==> config.mk <==
export PLATFORM = sky130hd
export DESIGN_NAME = multicycle_control_fsm
export DESIGN_NICKNAME = d
export VERILOG_FILES = /design/src/rtl/multicycle_control_fsm.sv
export SDC_FILE = /design/constraint.sdc
export NUM_CORES = 1
export LEC_CHECK = 0
export ABC_CLOCK_PERIOD_IN_PS = 1150
export BUFFER_PORTS_ARGS = -buffer_cell sky130_fd_sc_hd__buf_2
export CORE_MARGIN = 3
export CORE_UTILIZATION = 43
export CTS_BUF_LIST = sky130_fd_sc_hd__clkbuf_2 sky130_fd_sc_hd__clkbuf_4 sky130_fd_sc_hd__clkbuf_8
export DETAILED_ROUTE_END_ITERATION = 7
export HOLD_SLACK_MARGIN = 0.02
export MAX_ROUTING_LAYER = met4
export PLACE_DENSITY = 0.77
export SLEW_MARGIN = 40
export SYNTH_ARGS = -nofsm -noshare
export SYNTH_HDL_FRONTEND = slang
export SYNTH_SLANG_ARGS = --single-unit
export TNS_END_PERCENT = 30
==> constraint.sdc <==
create_clock -name CLK -period 1.15 [get_ports CLK]
set_input_delay 0.0575 -clock CLK [delete_from_list [all_inputs] [get_ports CLK]]
set_output_delay 0.0575 -clock CLK [all_outputs]
set_load 0.1 [all_outputs]
==> src/rtl/multicycle_control_fsm.sv <==
// Multicycle RV32I main control FSM: sequences fetch/decode/execute/memory/writeback.
// Optional ILLEGAL_TRAP_EN: unsupported opcodes lock the FSM in TRAP (Illegal=1) until reset.
module multicycle_control_fsm #(
    parameter int unsigned OP_WIDTH     = 7,
    parameter int unsigned STATE_WIDTH  = 4,
    parameter int unsigned ImmSrc_width = 2
) (
    input  logic                    CLK,
    input  logic                    RST,
    input  logic [OP_WIDTH-1:0]     OP,
    input  logic                    Zero,
    input  logic                    MemReady,
    output logic                    PCWrite,
    output logic                    AdrSrc,
    output logic                    MemWrite,
    output logic                    IRWrite,
    output logic [1:0]              ResultSrc,
    output logic [1:0]              ALUSrcA,
    output logic [1:0]              ALUSrcB,
    output logic [1:0]              ALUOp,
    output logic [ImmSrc_width-1:0] ImmSrc,
    output logic                    RegWrite,
    output logic                    Illegal
);

    localparam logic [OP_WIDTH-1:0] OP_LOAD  = OP_WIDTH'(7'b0000011);
    localparam logic [OP_WIDTH-1:0] OP_STORE = OP_WIDTH'(7'b0100011);
    localparam logic [OP_WIDTH-1:0] OP_RTYPE = OP_WIDTH'(7'b0110011);
    localparam logic [OP_WIDTH-1:0] OP_ITYPE = OP_WIDTH'(7'b0010011);
    localparam logic [OP_WIDTH-1:0] OP_BEQ   = OP_WIDTH'(7'b1100011);
    localparam logic [OP_WIDTH-1:0] OP_JAL   = OP_WIDTH'(7'b1101111);

    typedef enum logic [STATE_WIDTH-1:0] {
        FETCH,
        DECODE,
        MEMADR,
        MEMREAD,
        MEMWB,
        MEMWRITE,
        EXECUTER,
        EXECUTEI,
        ALUWB,
        BEQ,
        JAL
`ifdef ILLEGAL_TRAP_EN
        , TRAP
`endif
    } state_t;

    state_t     state_q;
    state_t     state_d;
    logic [1:0] imm_src;

    always_ff @(posedge CLK) begin
        if (RST) begin
            state_q <= FETCH;
        end else begin
            state_q <= state_d;
        end
    end

    always_comb begin
        state_d = state_q;
        case (state_q)
            FETCH:    state_d = MemReady ? DECODE : FETCH;
            DECODE: begin
                if (OP == OP_LOAD || OP == OP_STORE) begin
                    state_d = MEMADR;
                end else if (OP == OP_RTYPE) begin
                    state_d = EXECUTER;
                end else if (OP == OP_ITYPE) begin
                    state_d = EXECUTEI;
                end else if (OP == OP_BEQ) begin
                    state_d = BEQ;
                end else if (OP == OP_JAL) begin
                    state_d = JAL;
                end else begin
`ifdef ILLEGAL_TRAP_EN
                    state_d = TRAP;
`else
                    state_d = FETCH;
`endif
                end
            end
            MEMADR:   state_d = (OP == OP_STORE) ? MEMWRITE : MEMREAD;
            MEMREAD:  state_d = MemReady ? MEMWB : MEMREAD;
            MEMWB:    state_d = FETCH;
            MEMWRITE: state_d = MemReady ? FETCH : MEMWRITE;
            EXECUTER: state_d = ALUWB;
            EXECUTEI: state_d = ALUWB;
            ALUWB:    state_d = FETCH;
            BEQ:      state_d = FETCH;
            JAL:      state_d = ALUWB;
`ifdef ILLEGAL_TRAP_EN
            TRAP:     state_d = TRAP;
`endif
            default:  state_d = FETCH;
        endcase
    end

    // Moore decode, except the MemReady-qualified fetch enables and Zero-qualified branch
    always_comb begin
        PCWrite   = 1'b0;
        AdrSrc    = 1'b0;
        MemWrite  = 1'b0;
        IRWrite   = 1'b0;
        ResultSrc = 2'b00;
        ALUSrcA   = 2'b00;
        ALUSrcB   = 2'b00;
        ALUOp     = 2'b00;
        imm_src   = 2'b00;
        RegWrite  = 1'b0;
        Illegal   = 1'b0;
        if (!RST) begin
            case (state_q)
                FETCH: begin
                    ALUSrcB   = 2'b10;
                    ResultSrc = 2'b10;
                    IRWrite   = MemReady;
                    PCWrite   = MemReady;
                end
                DECODE: begin
                    ALUSrcA = 2'b01;
                    ALUSrcB = 2'b01;
                    if (OP == OP_STORE) begin
                        imm_src = 2'b01;
                    end else if (OP == OP_BEQ) begin
                        imm_src = 2'b10;
                    end else if (OP == OP_JAL) begin
                        imm_src = 2'b11;
                    end
                end
                MEMADR: begin
                    ALUSrcA = 2'b10;
                    ALUSrcB = 2'b01;
                    imm_src = (OP == OP_STORE) ? 2'b01 : 2'b00;
                end
                MEMREAD: begin
                    AdrSrc = 1'b1;
                end
                MEMWB: begin
                    ResultSrc = 2'b01;
                    RegWrite  = 1'b1;
                end
                MEMWRITE: begin
                    AdrSrc   = 1'b1;
                    MemWrite = 1'b1;
                end
                EXECUTER: begin
                    ALUSrcA = 2'b10;
                    ALUOp   = 2'b10;
                end
                EXECUTEI: begin
                    ALUSrcA = 2'b10;
                    ALUSrcB = 2'b01;
                    ALUOp   = 2'b10;
                end
                ALUWB: begin
                    RegWrite = 1'b1;
                end
                BEQ: begin
                    ALUSrcA = 2'b10;
                    ALUOp   = 2'b01;
                    imm_src = 2'b10;
                    PCWrite = Zero;
                end
                JAL: begin
                    ALUSrcA = 2'b01;
                    ALUSrcB = 2'b10;
                    PCWrite = 1'b1;
                end
`ifdef ILLEGAL_TRAP_EN
                TRAP: begin
                    Illegal = 1'b1;
                end
`endif
                default: begin
                    PCWrite = 1'b0;
                end
            endcase
        end
    end

    assign ImmSrc = ImmSrc_width'(imm_src);

endmodule
==> flow_summary.json, run 1 <==
{
  "place_congestion": 0.911,
  "fp.dieW_um": 43.0,
  "syn_nets": 97,
  "stop_stage": "detailed placement",
  "initial_utilization_pct": 49.6,
  "yosysUniqueCellTypes": 39,
  "avgSynthCellArea_sq_um": 6.84,
  "io_pins": 27,
  "synth_area_sq_um": 588,
  "syn_inst": 86,
  "status": "did not finish",
  "synth_flop_cell": "dfxtp_1",
  "port_buffers": 25,
  "yosys_warnings": 0,
  "error": "[ERROR DPL-0038] Utilization greater than 100%, impossible to legalize",
  "synth_edf_count": 0,
  "synth_seq_area_share_pct": 13.6,
  "core.rowCount": 12,
  "ys_ff_latch": 4,
  "async_flop_share_pct": 0,
  "die_h_um": 43.0
}
[synth_stat cells, types with 3 or more instances]
master   n  share of area, %
nor3_1   9               7.7
nor2_1   8               5.1
a21oi_1  6               5.1
nand2_1  6               3.8
buf_2    4               3.4
dfxtp_1  4                14
nor2b_1  4               4.3
mux2i_1  3               5.1
o21ai_0  3               2.6
xnor2_1  3               4.5
[stage by stage]
stage	area [sq um]	TNS [ps]	hold WS (ps)	setup WS, ps	instances
floorplan	771	-10820	250	-981	86
global placement	1290	-3540	479	-275	145
[cell families after synthesis]
kind of cell / synth area share (%)
buffers and inverters: 7.24
AOI/OAI and AO/OA: 23.8
other: 0.638
muxes: 5.11
DFF: 13.6
and+or+nand+nor: 45.1
xor gates and xnor gates: 4.47
==> run 2, diff against run 1 <==
==> config.mk (replaced) <==
export PLATFORM = sky130hd
export DESIGN_NAME = multicycle_control_fsm
export DESIGN_NICKNAME = d
export VERILOG_FILES = /design/src/rtl/multicycle_control_fsm.sv
export SDC_FILE = /design/constraint.sdc
export NUM_CORES = 1
export LEC_CHECK = 0
export ABC_CLOCK_PERIOD_IN_PS = 1500
export BUFFER_PORTS_ARGS = -buffer_cell sky130_fd_sc_hd__buf_2
export CORE_AREA = 3 3 64 66
export DETAILED_ROUTE_END_ITERATION = 7
export DIE_AREA = 0 0 67 69
export PLACE_DENSITY_LB_ADDON = 0.15
export SLEW_MARGIN = 40
export SYNTH_ARGS = -nofsm -noshare
export SYNTH_HDL_FRONTEND = slang
export SYNTH_SLANG_ARGS = --single-unit
export TNS_END_PERCENT = 30
==> constraint.sdc (replaced) <==
create_clock -name CLK -period 1.5 [get_ports CLK]
set_input_delay 0.075 -clock CLK [delete_from_list [all_inputs] [get_ports CLK]]
set_output_delay 0.075 -clock CLK [all_outputs]
set_load 0.1 [all_outputs]
==> run 2 against run 1 <==
  * The flow now finishes, with violations (setup timing)
  * Synthesized cell count unchanged
  * Synthesized area unchanged
==> flow_summary.json, run 2 <==
{
  "status": "finished with violations",
  "synth_top_family_by_area": "simple AND/OR/NAND/NOR gates",
  "cp_top_family": "simple AND/OR/NAND/NOR gates",
  "regArea_sq_um": 92.6,
  "worstHoldPathCells": 3,
  "grt_setup_unrepaired": "yes",
  "largest_register": "state_q",
  "synth_simple_gate_area_share_pct": 45.1,
  "synth_xor_xnor_area_share_pct": 4.47,
  "critPathRequiredTime_ps": 1420,
  "hp-class": "primary input to flip-flop",
  "antenna_found_initial": 0,
  "crit_path_end_kind": "output port",
  "synth_flop_cell": "dfxtp_1",
  "vdd_drop_max_mv": 0.397,
  "initial_utilization_pct": 16.2,
  "n_antenna_cell": 0,
  "finalHoldViolCount": 0,
  "area_growth_pct": 165,
  "wl_per_cell_um": 11.7,
  "cts_sinks": 4,
  "fin_area_sq_um": 1560,
  "gr-usage-all-layers_pct": 10.2,
  "place_ws_ps": -15.0,
  "timing.final.ws_setup_ps": -140,
  "dr.pass1.iters": 4,
  "dp.final_hpwl_um": 1740,
  "min_to": "state_q[1]$_SDFF_PP0_",
  "synth_fa_ha_area_share_pct": 0,
  "yosysUniqueCellTypes": 39,
  "synth.most_common_cell": "nor3_1",
  "power.density_nw_per_um2": 402,
  "nets": 151,
  "fp.dieW_um": 67,
  "cts_made_buffers": 3,
  "synth-compound-area-share_pct": 23.8,
  "avgSynthCellArea_sq_um": 6.84,
  "synth_seq_area_share_pct": 13.6,
  "synthMuxAreaShare_pct": 5.11,
  "nFillCells": 376,
  "via_per_inst": 4.35,
  "final_antenna_net_count": 0,
  "layout_commonest_cell": "buf_4",
  "syn_inst": 86,
  "coreArea_sq_um": 3630,
  "grt_pass1_vias": 823,
  "whs_ps": 280,
  "r2r-end": "state_q[0]$_SDFF_PP0_",
  "clockBufferDepth": 2,
  "worst-path-buf-inv": 1,
  "cp_cell_sequence": "nor4_4 > nand4_1 > o21bai_4 > buf_12",
  "die-area_sq_um": 4620,
  "post-route-period-util_pct": 109,
  "ys_ff_latch": 4,
  "synthTopCellsByArea": "dfxtp_1 (14%), nor3_1 (7.7%), a21oi_1 (5.1%)",
  "grt_pass1_wl_um": 3800,
  "critPathKind": "flip-flop to output port",
  "setup_viol": 7,
  "drt-initial-drc-count": 21,
  "synth_commonest_cells": "nor3_1 (9), nor2_1 (8), a21oi_1 (6), nand2_1 (6)",
  "clk_pin_slew_ps": 30,
  "crit_path_top_delay_cell": "nor4_4",
  "io_pins": 27,
  "syn_nets": 97,
  "grt_max_degree": 11,
  "wirelength_um": 2200,
  "cts_tree": "done",
  "netlist.area_leader.share_pct": 13.6,
  "cpPeakStageDelay_ps": 380,
  "fin_crit_ps": 1640,
  "violations": "setup timing",
  "vias": 814,
  "rrSetupSlack_ps": 10,
  "layout-drive-gt1-share_pct": 70.5,
  "cp_max_fo": 7,
  "drv_slew": 0,
  "die_h_um": 69,
  "synth_area_sq_um": 588,
  "cts_root_buf": "clkbuf_8",
  "grt_overflow_total": 0,
  "reg2reg_from": "state_q[1]$_SDFF_PP0_",
  "place_congestion": 0.759,
  "p_leak_uw": 0.000582,
  "maxClockFrequency_mhz": 610,
  "multi_input_area_sq_um": 696,
  "r2r_cells": 7,
  "skew_ps": 2.25,
  "final_cell_mix": "buf_4 (21), buf_12 (19), buf_2 (10), nor3_4 (6), buf_6 (6)",
  "largest_registers": "state_q: 4 flops",
  "clock_latency_ps": 210,
  "htreeDepth": 1,
  "yosys_warnings": 0,
  "place_area_sq_um": 1290,
  "maxCapViolCount": 0,
  "synth_edf_count": 0,
  "drc": 0,
  "yosys.area.top_type": "dfxtp_1",
  "port_buffers": 25,
  "largest_reg_flops": 4,
  "core.rowCount": 22,
  "final_util_pct": 42.8,
  "min_from": "MemReady",
  "cp.arrival_ps": 1570,
  "async_flop_share_pct": 0,
  "start_kind": "flip-flop"
}
-- run 2: cell counts after synthesis --
No cell type changed its count.
-- run 2: cells by family after synthesis --
family,count (synthesis)
other,1
buffers and inverters,9
AND/OR/NAND/NOR,45
flip-flops,4
multiplexers,3
AO/OA/AOI/OAI,21
XOR/XNOR,3
-- run 2: how the worst max path moves through the flow --
stage                     startpoint         to  slack [ps]  cells past startpoint
2_1_floorplan  state_q[0]$_SDFF_PP0_    IRWrite        -650                      4
3_3_place_gp   state_q[0]$_SDFF_PP0_  ImmSrc[1]         -40                      5
3_5_place_dp   state_q[0]$_SDFF_PP0_  ImmSrc[1]         -20                      5
4_1_cts        state_q[1]$_SDFF_PP0_  ImmSrc[1]        -150                      4
5_1_grt        state_q[1]$_SDFF_PP0_  ImmSrc[1]        -270                      4
6_report       state_q[1]$_SDFF_PP0_  ImmSrc[1]        -140                      4
-- run 2: worst min-delay path: stages --
cell and delay (ps):
buf_2 160, or4b_1 150, a31oi_1 70
-- run 2: report_power, final --
group,switching [uW],total (uW),internal (uW),leakage (uW)
Sequential,2.31,107,104,0.0000352
Clock,52.8,234,181,0.0000228
Combinational,168,284,116,0.000524
-- run 2: final cells by class --
class,count,share of cell area (%)
multi-input combinational,73,44.7
timing repair buffer,56,42.1
sequential,4,5.95
tap,48,3.86
clock buffer,4,2.89
inverter,2,0.482
-- run 2: per-layer routing --
| layer | vias to the layer above | wire length, um | track usage, % |
|---|---|---|---|
| met3 | 0 | 90 | 1.47 |
| met2 | 21 | 1180 | 17.9 |
| met1 | 369 | 922 | 13.0 |
| met4 | 0 | 0 | 2.03 |
| met5 | - | 0 | 0 |
| li1 | 424 | - | - |
-- run 2: stage by stage --
step / TNS (ps) / total power [uW] / cells
after global routing: -1290 / 661 / 187
after global placement: -43.7 / 375 / 171
after CTS: -862 / 627 / 185
after detailed placement: -15.0 / 376 / 171
final: -396 / 625 / 187
after floorplan: -5270 / 280 / 86
-- run 2: what timing repair did --
item	in CTS	in global routing
gates resized for setup	22	14
hold buffers	0	0
pin swaps	12	13
setup buffers	10	2
setup endpoints to repair	15	17
(Power assumes the default switching activity.)
==> run 3, diff against run 2 <==
--- a/config.mk
+++ b/config.mk
@@ -5,7 +5,7 @@
 export SDC_FILE = /design/constraint.sdc
 export NUM_CORES = 1
 export LEC_CHECK = 0
-export ABC_CLOCK_PERIOD_IN_PS = 1500
+export ABC_CLOCK_PERIOD_IN_PS = 1650
 export BUFFER_PORTS_ARGS = -buffer_cell sky130_fd_sc_hd__buf_2
 export CORE_AREA = 3 3 64 66
 export DETAILED_ROUTE_END_ITERATION = 7
==> constraint.sdc (replaced) <==
create_clock -name CLK -period 1.65 [get_ports CLK]
set_input_delay 0.0825 -clock CLK [delete_from_list [all_inputs] [get_ports CLK]]
set_output_delay 0.0825 -clock CLK [all_outputs]
set_load 0.1 [all_outputs]
==> run 3 against run 2 <==
  * The run now ends clean
  * Die area unchanged
  * Routed wire length is 5.1% lower
  * Utilization shrank 4.8 points
  * Clock power fell by 5%
  * Critical path depth increased by 1
  * Non-clock buffer count down 10
  * Sequential power down 9%
  * Via count decreased by 6.4%
  * Clock-buffer cell count stayed put
  * Register-to-register slack better by 240 ps
  * Largest power group unchanged
==> flow_summary.json, run 3 (same netlist as run 2, synthesis figures left out) <==
{
  "nFillCells": 400,
  "core.rowCount": 22,
  "maxClockFrequency_mhz": 610,
  "antenna_found_initial": 0,
  "place_area_sq_um": 1180,
  "dp.final_hpwl_um": 1580,
  "place_congestion": 0.777,
  "dr.pass1.iters": 4,
  "initial_utilization_pct": 16.2,
  "grt_pass1_wl_um": 3530,
  "io_pins": 27,
  "grt_max_degree": 15,
  "area_growth_pct": 135,
  "crit_path_end_kind": "output port",
  "status": "complete, no violations",
  "power.density_nw_per_um2": 413,
  "critPathKind": "flip-flop to output port",
  "largest_registers": "state_q: 4 flops",
  "cpPeakStageDelay_ps": 350,
  "cts_made_buffers": 3,
  "htreeDepth": 1,
  "met3_length_um": 108,
  "cp_max_fo": 3,
  "r2r_cells": 5,
  "drc": 0,
  "combPwrFrac_pct": 43.9,
  "grt_overflow_total": 0,
  "port_buffers": 25,
  "min_from": "MemReady",
  "clk_pin_slew_ps": 40,
  "rrSetupSlack_ps": 250,
  "fin_area_sq_um": 1380,
  "cts_hold_buf": 0,
  "start_kind": "flip-flop",
  "min_to": "state_q[1]$_SDFF_PP0_",
  "maxCapViolCount": 0,
  "multi_input_area_sq_um": 657,
  "top_layer_used": "met3",
  "clock_latency_ps": 220,
  "p_leak_uw": 0.000512,
  "cts_sinks": 4,
  "internal_power_uw": 362,
  "finalHoldViolCount": 0,
  "gr-usage-all-layers_pct": 9.56,
  "grt_setup_unrepaired": "yes",
  "vdd_drop_max_mv": 0.375,
  "drv_slew": 0,
  "vias": 762,
  "final_antenna_net_count": 0,
  "routed-wl-met2_um": 998,
  "p_sw_uw": 208,
  "largest_register": "state_q",
  "regArea_sq_um": 92.6,
  "via_per_inst": 4.31,
  "post-route-period-util_pct": 99.3,
  "layout-drive-gt1-share_pct": 62.8,
  "seqPwrFrac_pct": 17.1,
  "reg2reg_from": "state_q[0]$_SDFF_PP0_",
  "switching_share_pct": 36.5,
  "wl_per_cell_um": 11.8,
  "final_cell_mix": "buf_4 (19), buf_12 (15), buf_2 (10), nor2_1 (6), nor3_4 (6)",
  "m1WireLength_um": 979,
  "fin_crit_ps": 1640,
  "cp_cell_sequence": "inv_2 > nor4_4 > nand4_1 > o21bai_4 > buf_12",
  "wirelength_um": 2090,
  "placed_cells_incl_taps": 160,
  "grt_pass1_vias": 741,
  "cts_root_buf": "clkbuf_8",
  "instances_no_fill": 177,
  "hp-class": "primary input to flip-flop",
  "r2r-end": "state_q[3]$_SDFF_PP0_",
  "clockBufferDepth": 2,
  "setup_viol": 0,
  "cts_tree": "done",
  "die_h_um": 69,
  "worstHoldPathCells": 3,
  "coreArea_sq_um": 3630,
  "die-area_sq_um": 4620,
  "cp.arrival_ps": 1560,
  "fp.dieW_um": 67,
  "drt-initial-drc-count": 37,
  "nets": 141,
  "n_antenna_cell": 0,
  "skew_ps": 1.71,
  "largest_reg_flops": 4,
  "clock_power_share_pct": 38.9,
  "crit_path_top_delay_cell": "dfxtp_2",
  "layout_commonest_cell": "buf_4",
  "critPathRequiredTime_ps": 1570
}
==> run 3: cell types whose count changed in the layout (fill, tap and decap cells not counted), moves of 2 or more <==
cell,delta
a21oi_2,-2
buf_12,-4
buf_4,-2
buf_6,-5
nor2_1,+2
nor2_4,-3
==> run 3: routing by layer <==
layer / GRT usage, % / vias up
met5: 0 / -
li1: - / 401
met2: 15.1 / 19
met4: 1.35 / 0
met1: 13.4 / 342
met3: 2.28 / 0
==> run 3: repair_timing <==
item,in CTS,in global routing
resized for setup,7,12
setup endpoints to repair,6,8
pin swaps,8,6
buffers inserted,8,5
==> run 3: worst max path at each step <==
stage,start,endpoint,depth (start not counted),slack (ps)
CTS,state_q[1]$_SDFF_PP0_,ImmSrc[1],4,-0.8
finish,state_q[0]$_SDFF_PP0_,ImmSrc[1],5,10
global route,state_q[0]$_SDFF_PP0_,ImmSrc[1],5,-90
detailed placement,state_q[3]$_SDFF_PP0_,ImmSrc[1],4,120
floorplan,state_q[0]$_SDFF_PP0_,IRWrite,4,-510
global placement,state_q[1]$_SDFF_PP0_,ImmSrc[0],5,80
==> run 3: area by class of cell <==
cell class / instances / area share, %
Multi-Input combinational cell: 73 / 47.6
Timing Repair Buffer: 46 / 37.6
Sequential cell: 4 / 6.70
Tap cell: 48 / 4.35
Clock buffer: 4 / 3.26
Inverter: 2 / 0.543
==> run 3: per-stage QoR <==
stage / setup TNS [ps] / utilization (%) / setup WS (ps) / total power, uW / hold WS, ps
finish: 0 / 38.0 / 11.7 / 570 / 317
global route: -202 / 38.0 / -92.4 / 607 / 342
CTS: -0.838 / 35.8 / -0.838 / 562 / 322
detailed placement: 0 / 32.4 / 122 / 327 / 547
global placement: 0 / 32.4 / 77.5 / 326 / 547
floorplan: -3150 / - / -506 / 255 / 275
==> run 3: power groups by stage <==
| stage | registers (uW) | clock network [uW] | logic [uW] |
|---|---|---|---|
| floorplan | 100 | 0 | 154 |
| global placement | 101 | 0 | 225 |
| detailed placement | 101 | 0 | 226 |
| CTS | 96.6 | 227 | 238 |
| global route | 97.9 | 244 | 265 |
| finish | 97.7 | 222 | 251 |
==> run 3: critical path, delay by kind of cell (launching register included) <==
kind	cells	cell delay (ps)
AOI/OAI and AO/OA	1	190
buffers and inverters	2	250
DFF	1	350
and+or+nand+nor	2	550
